**config.mk**
```make
export PLATFORM = sky130hd
export DESIGN_NAME = mailbox_reg_arbiter
export DESIGN_NICKNAME = d
export VERILOG_FILES = /design/src/rtl/mailbox_reg_arbiter.sv
export SDC_FILE = /design/constraint.sdc
export NUM_CORES = 1
export LEC_CHECK = 0
export BUFFER_PORTS_ARGS = -buffer_cell sky130_fd_sc_hd__buf_2
export CORE_AREA = 2 2 121 123
export CTS_CLUSTER_SIZE = 30
export DETAILED_ROUTE_END_ITERATION = 16
export DIE_AREA = 0 0 123 125
export GPL_ROUTABILITY_DRIVEN = 1
export PLACE_DENSITY_LB_ADDON = 0.12
export SYNTH_ARGS = -nofsm -noshare
export SYNTH_HDL_FRONTEND = slang
export SYNTH_SLANG_ARGS = --single-unit
export TNS_END_PERCENT = 100
```
**constraint.sdc**
```tcl
create_clock -name clk_i -period 1.7 [get_ports clk_i]
set_clock_uncertainty 0.05 [all_clocks]
set_input_delay 0.255 -clock clk_i [delete_from_list [all_inputs] [get_ports clk_i]]
set_output_delay 0.255 -clock clk_i [all_outputs]
set_load 0.05 [all_outputs]
```
**src/rtl/mailbox_reg_arbiter.sv**
```systemverilog
// Round-robin arbiter sharing one register-interface slave between NumReq masters.
// Optional BUSY watchdog enabled by defining MAILBOX_ARB_TIMEOUT_EN.

package mailbox_reg_arbiter_pkg;
  typedef struct packed {
    logic [31:0] addr;
    logic        write;
    logic [31:0] wdata;
    logic [3:0]  wstrb;
    logic        valid;
  } reg_req_t;

  typedef struct packed {
    logic [31:0] rdata;
    logic        error;
    logic        ready;
  } reg_rsp_t;
endpackage

module mailbox_reg_arbiter #(
  parameter int unsigned NumReq        = 2,
  parameter int unsigned TimeoutCycles = 256,
  parameter type reg_req_t = mailbox_reg_arbiter_pkg::reg_req_t,
  parameter type reg_rsp_t = mailbox_reg_arbiter_pkg::reg_rsp_t,
  localparam int unsigned IdxW = (NumReq > 1) ? $clog2(NumReq) : 1
) (
  input  logic            clk_i,
  input  logic            rst_ni,
  input  reg_req_t        reg_req_i [NumReq],
  output reg_rsp_t        reg_rsp_o [NumReq],
  output reg_req_t        reg_req_o,
  input  reg_rsp_t        reg_rsp_i,
  output logic [IdxW-1:0] gnt_idx_o,
  output logic            busy_o
);

  typedef enum logic {IDLE, BUSY} state_t;

  state_t          state_reg, state_next;
  logic [IdxW-1:0] gnt_idx_reg, gnt_idx_next;
  logic [IdxW-1:0] rr_ptr_reg, rr_ptr_next;
  logic [IdxW-1:0] sel_idx, cand_idx, gnt_inc;
  logic            sel_found;
  logic            busy, complete, timeout;
  reg_req_t        gnt_req;
  reg_rsp_t        gnt_rsp;

  assign busy     = (state_reg == BUSY);
  assign gnt_req  = reg_req_i[gnt_idx_reg];
  assign complete = busy && gnt_req.valid && reg_rsp_i.ready;
  assign gnt_inc  = (gnt_idx_reg == IdxW'(NumReq - 1)) ? '0 : gnt_idx_reg + 1'b1;

`ifdef MAILBOX_ARB_TIMEOUT_EN
  localparam int unsigned CntW = $clog2(TimeoutCycles + 1);
  logic [CntW-1:0] tmo_cnt_reg, tmo_cnt_next;

  // A same-cycle completion wins; a dropped valid is an abort, not a timeout.
  assign timeout = busy && gnt_req.valid && !reg_rsp_i.ready &&
                   (tmo_cnt_reg == CntW'(TimeoutCycles));

  always_comb begin
    tmo_cnt_next = '0;
    if (busy) tmo_cnt_next = tmo_cnt_reg + 1'b1;
  end

  always_ff @(posedge clk_i or negedge rst_ni) begin
    if (!rst_ni) tmo_cnt_reg <= '0;
    else         tmo_cnt_reg <= tmo_cnt_next;
  end
`else
  logic unused_tmo_cfg;
  assign timeout        = 1'b0;
  assign unused_tmo_cfg = |TimeoutCycles;
`endif

  // First valid requester scanning upward from rr_ptr, wrapping at NumReq.
  always_comb begin
    sel_found = 1'b0;
    sel_idx   = '0;
    cand_idx  = '0;
    for (int unsigned off = 0; off < NumReq; off++) begin
      cand_idx = IdxW'((32'(rr_ptr_reg) + off) % NumReq);
      if (!sel_found && reg_req_i[cand_idx].valid) begin
        sel_found = 1'b1;
        sel_idx   = cand_idx;
      end
    end
  end

  always_comb begin
    state_next   = state_reg;
    gnt_idx_next = gnt_idx_reg;
    rr_ptr_next  = rr_ptr_reg;
    case (state_reg)
      IDLE: begin
        if (sel_found) begin
          gnt_idx_next = sel_idx;
          state_next   = BUSY;
        end
      end
      BUSY: begin
        if (complete || timeout) begin
          rr_ptr_next = gnt_inc;
          state_next  = IDLE;
        end else if (!gnt_req.valid) begin
          state_next = IDLE;
        end
      end
      default: state_next = IDLE;
    endcase
  end

  // Slave response only reaches the master while its request is still valid.
  always_comb begin
    reg_req_o = '0;
    gnt_rsp   = '0;
    if (busy) begin
      reg_req_o = gnt_req;
      if (gnt_req.valid) gnt_rsp = reg_rsp_i;
      if (timeout) begin
        reg_req_o.valid = 1'b0;
        gnt_rsp         = '0;
        gnt_rsp.ready   = 1'b1;
        gnt_rsp.error   = 1'b1;
      end
    end
  end

  genvar gi;
  generate
    for (gi = 0; gi < NumReq; gi++) begin : g_rsp
      assign reg_rsp_o[gi] = (busy && (gnt_idx_reg == IdxW'(gi))) ? gnt_rsp : '0;
    end
  endgenerate

  assign busy_o    = busy;
  assign gnt_idx_o = gnt_idx_reg;

  always_ff @(posedge clk_i or negedge rst_ni) begin
    if (!rst_ni) begin
      state_reg   <= IDLE;
      gnt_idx_reg <= '0;
      rr_ptr_reg  <= '0;
    end else begin
      state_reg   <= state_next;
      gnt_idx_reg <= gnt_idx_next;
      rr_ptr_reg  <= rr_ptr_next;
    end
  end

endmodule

```
* Yosys cells after proc, flatten, opt, wreduce, memory -nomap -nowiden
Cells that the tools add are included.
** Storage, ports and cells
- Bits in registers :: 3
- Output and inout bits :: 140
- Bits of input ports :: 176
- Word-level logic and storage cells :: 44
** Operators by class
- $lt $le $gt $ge :: 3
- Bitwise logic cells :: 5
- Muxes and demuxes :: 23
- Add/sub/neg operators :: 2
- Reductions and logical operators :: 8
** Operator list (number)
- $mux W70 :: 4
- $mux W34 :: 4
- $mux W1 :: 14
- $ge A2 B2 Y1 const B :: 3
- $not A1 Y2 :: 3
- $logic_and A1 B1 Y1 :: 5
- $reduce_and A2 Y1 :: 2
- $add A1 B1 Y1 const B :: 2
- $not A1 Y1 :: 2
- $pmux W1 S2 :: 1
- $logic_not A1 Y1 :: 1

* Depth between registers and ports, before layout
- Word-level depth :: 10
- Depth in mapped cells :: 5
- Gate-level depth less buffers :: 3

* Least setup slack after synthesis
OpenSTA, ideal clock, no wires.
- Path type :: reg-to-output
- Start :: reg state_reg (netlist: busy_o)
- End :: out reg_req_o[0] (netlist name)
- Path slack :: -446 ps
- Buffers on the path :: 2
- Data required time :: 1395 ps
- Arrival time :: 1841 ps
- Stages on the path, launching flop included :: 5
- Path through :: dfrtp_1 -> buf_4 -> inv_2 -> buf_2 -> a21oi_1
** RTL lines
- start, declared :: line 39 : state_t state_reg, state_next;
- start signal, assigned :: line 145 : state_reg <= state_next;
- end, declared :: line 31 : output reg_req_t reg_req_o,

==> run metrics <==
outcome=finished, violations left; violated checks=negative setup slack; Total GRT Usage=0.124; slew margin rel.=0.800; average size of a mapped cell=6.62 um^2; Via Count=3,264; hold path cells=2; drt pass-1 iters=4; post-synth top area cell=mux2i_1; critical path type=reg -> out; Hold WC Path Type=in -> reg; final hold vios=0; WL per Instance=14.6 um; Die Wd=123 um; initial antenna violation count=0; # DRC=0; total power=9.01 mW; RR Endpoint=rr_ptr_reg; fmax=0.546 GHz; CTS tree=done; fraction of layout cells with a size suffix above 1=0.751; Num CTS Buffers=3; drt total wl=11,700 um; # IOs=316; vias in the first global route=3,156; site row count=44; DR iter-0 viols=55; # nets final=791; CP max FO=7; Synth cell types=21; global route total overflow=0; clock-pin transition on the worst setup and hold timing paths=0.03 ns; PnR worst setup slack=-0.130 ns; Worst R2R Setup Slack=0.29 ns; total die area=15,400 um^2; Setup WS pre-CTS=0.00948 ns; Yosys reg bits=3; Final ANT Viol Nets=0; Reg2Reg Launch Point=busy_o; Mapped Nets=458; Final setup viols=136; H-tree depth=1; ANT cells=0; DPL Wire Length=7960 um; fin crit period=1.83 ns; RD Place Congestion=0.755; clock buffer depth=2; Yosys top cell area share=0.370; CP arrival=1.53 ns; TritonCTS Sinks=3; Worst setup SP type=register; Critical Path Sink=reg_req_o[0]; Setup crit end kind=output port; RSZ-0062 raised after global routing=yes; power density over the cells=1570 nW/um^2; MaxCap Viol Count=0; Worst Tran Pin Value=0.303 ns; CTS root buf=clkbuf_16; Yosys Warn Count=0; TNS Setup=-8.33 ns; crit path launch=gnt_idx_o; Starting Density=0.132; Worst-Skew Late Latency=0.22 ns; Final Slew Violations=0; post-synthesis sequential area ratio=0.0402; Tcrit/Tclk final=1.08; Leak=2.75 nW; post-layout utilization of the core=0.404; largest net degree at the start of global routing=46; FF-to-FF path depth=5; Mapped Cells=282; worst endpoint required time=1.39 ns; Die H=125 um; vias per cell=4.09; Syn-to-layout area delta=207%; Port Buffer Count=315; Area contributors post-synth=mux2i_1 (37%), nor2_1 (26%), buf_12 (8.6%), nand2_1 (7.0%), nor2_4 (6.0%); final hold slack=0.272 ns; maximum vdd ir drop=0.910 mV; first-pass GRT wire length=15,300 um; Cell Area, Synth=1870 um^2; total core area=14,200 um^2
==> how the worst min path moves through the flow <==
stage,from,to,slack (ns)
2_1_floorplan,rst_ni,busy_o,-0.09
3_3_place_gp,rst_ni,gnt_idx_o,0.008
3_5_place_dp,rst_ni,rr_ptr_reg,0.009
4_1_cts,reg_req_i[70],gnt_idx_o,0.28
5_1_grt,reg_req_i[70],gnt_idx_o,0.29
6_report,reg_req_i[70],gnt_idx_o,0.27
==> kinds of logic after synthesis <==
group | Yosys count | share of synthesized area
buffers and inverters | 28 | 0.162
AND/OR/NAND/NOR | 174 | 0.403
flip-flops | 3 | 0.0402
AO/OA/AOI/OAI | 8 | 0.0255
multiplexers | 69 | 0.370
==> per-stage QoR <==
stage	std cells	cell area, um^2
CTS	789	5170
floorplan	282	2350
global route	798	5740
detailed placement	773	4120
finish	798	5740
global placement	773	4120
==> what timing repair did <==
action | CTS | global route
cloned | 4 | 7
endpoints found under the setup margin | 134 | 138
hold buffers | 1 | 0
buffers inserted | 7 | 4
pin swaps | 10 | 30
resized for setup | 247 | 125
endpoints found under the hold margin | 3 | 0
==> where the power goes <==
part	total (mW)	switching [mW]	leakage (nW)	internal (mW)
registers	0.148	0.0357	0.0330	0.112
clock network	0.376	0.0666	0.0382	0.310
logic	8.49	5.08	2.68	3.41
==> layout make-up <==
type                    count  area (um^2)
fillers                  1362         8470
repair buffers            352         3200
multi-input cells         252         2130
well taps                 184          230
flip-flops and latches      3         80.1
clock buffers               4         78.8
inverters                   3         18.8
==> cells in the mapped netlist <==
cell	n
a21oi_1	2
a22o_1	1
a31oi_1	1
buf_12	8
buf_2	10
buf_4	1
buf_6	5
buf_8	1
dfrtp_1	3
inv_1	1
inv_2	1
inv_4	1
mux2i_1	69
nand2_1	35
nand2_4	1
nand2_8	1
nor2_1	127
nor2_4	10
o21ai_0	1
o21ai_1	2
o31ai_1	1
==> routing by layer <==
metal / GRT usage / share of wire
met5: 0 / 0
met4: 0.0281 / 0.010
met3: 0.0306 / 0.094
met2: 0.247 / 0.55
met1: 0.126 / 0.34
==> layout by cell type, fill, tap and decap left out, drive strengths merged <==
cell,synthesis,final
dfrtp,3,3
dlygate4sd3,0,1
a21oi,2,2
inv,3,3
a22o,1,1
buf,25,346
a31oi,1,1
o21ai,3,3
mux2i,69,69
clkbuf,0,9
nand2,37,38
nor2,137,137
o31ai,1,1
==> worst max-delay path, stage by stage, from the launching register on <==
cell	delay (ns)
dfrtp_4	0.49
buf_12	0.16
inv_8	0.06
nand2_8	0.11
buf_12	0.18
a21oi_4	0.12
buf_6	0.17
(Power assumes the default switching activity.)
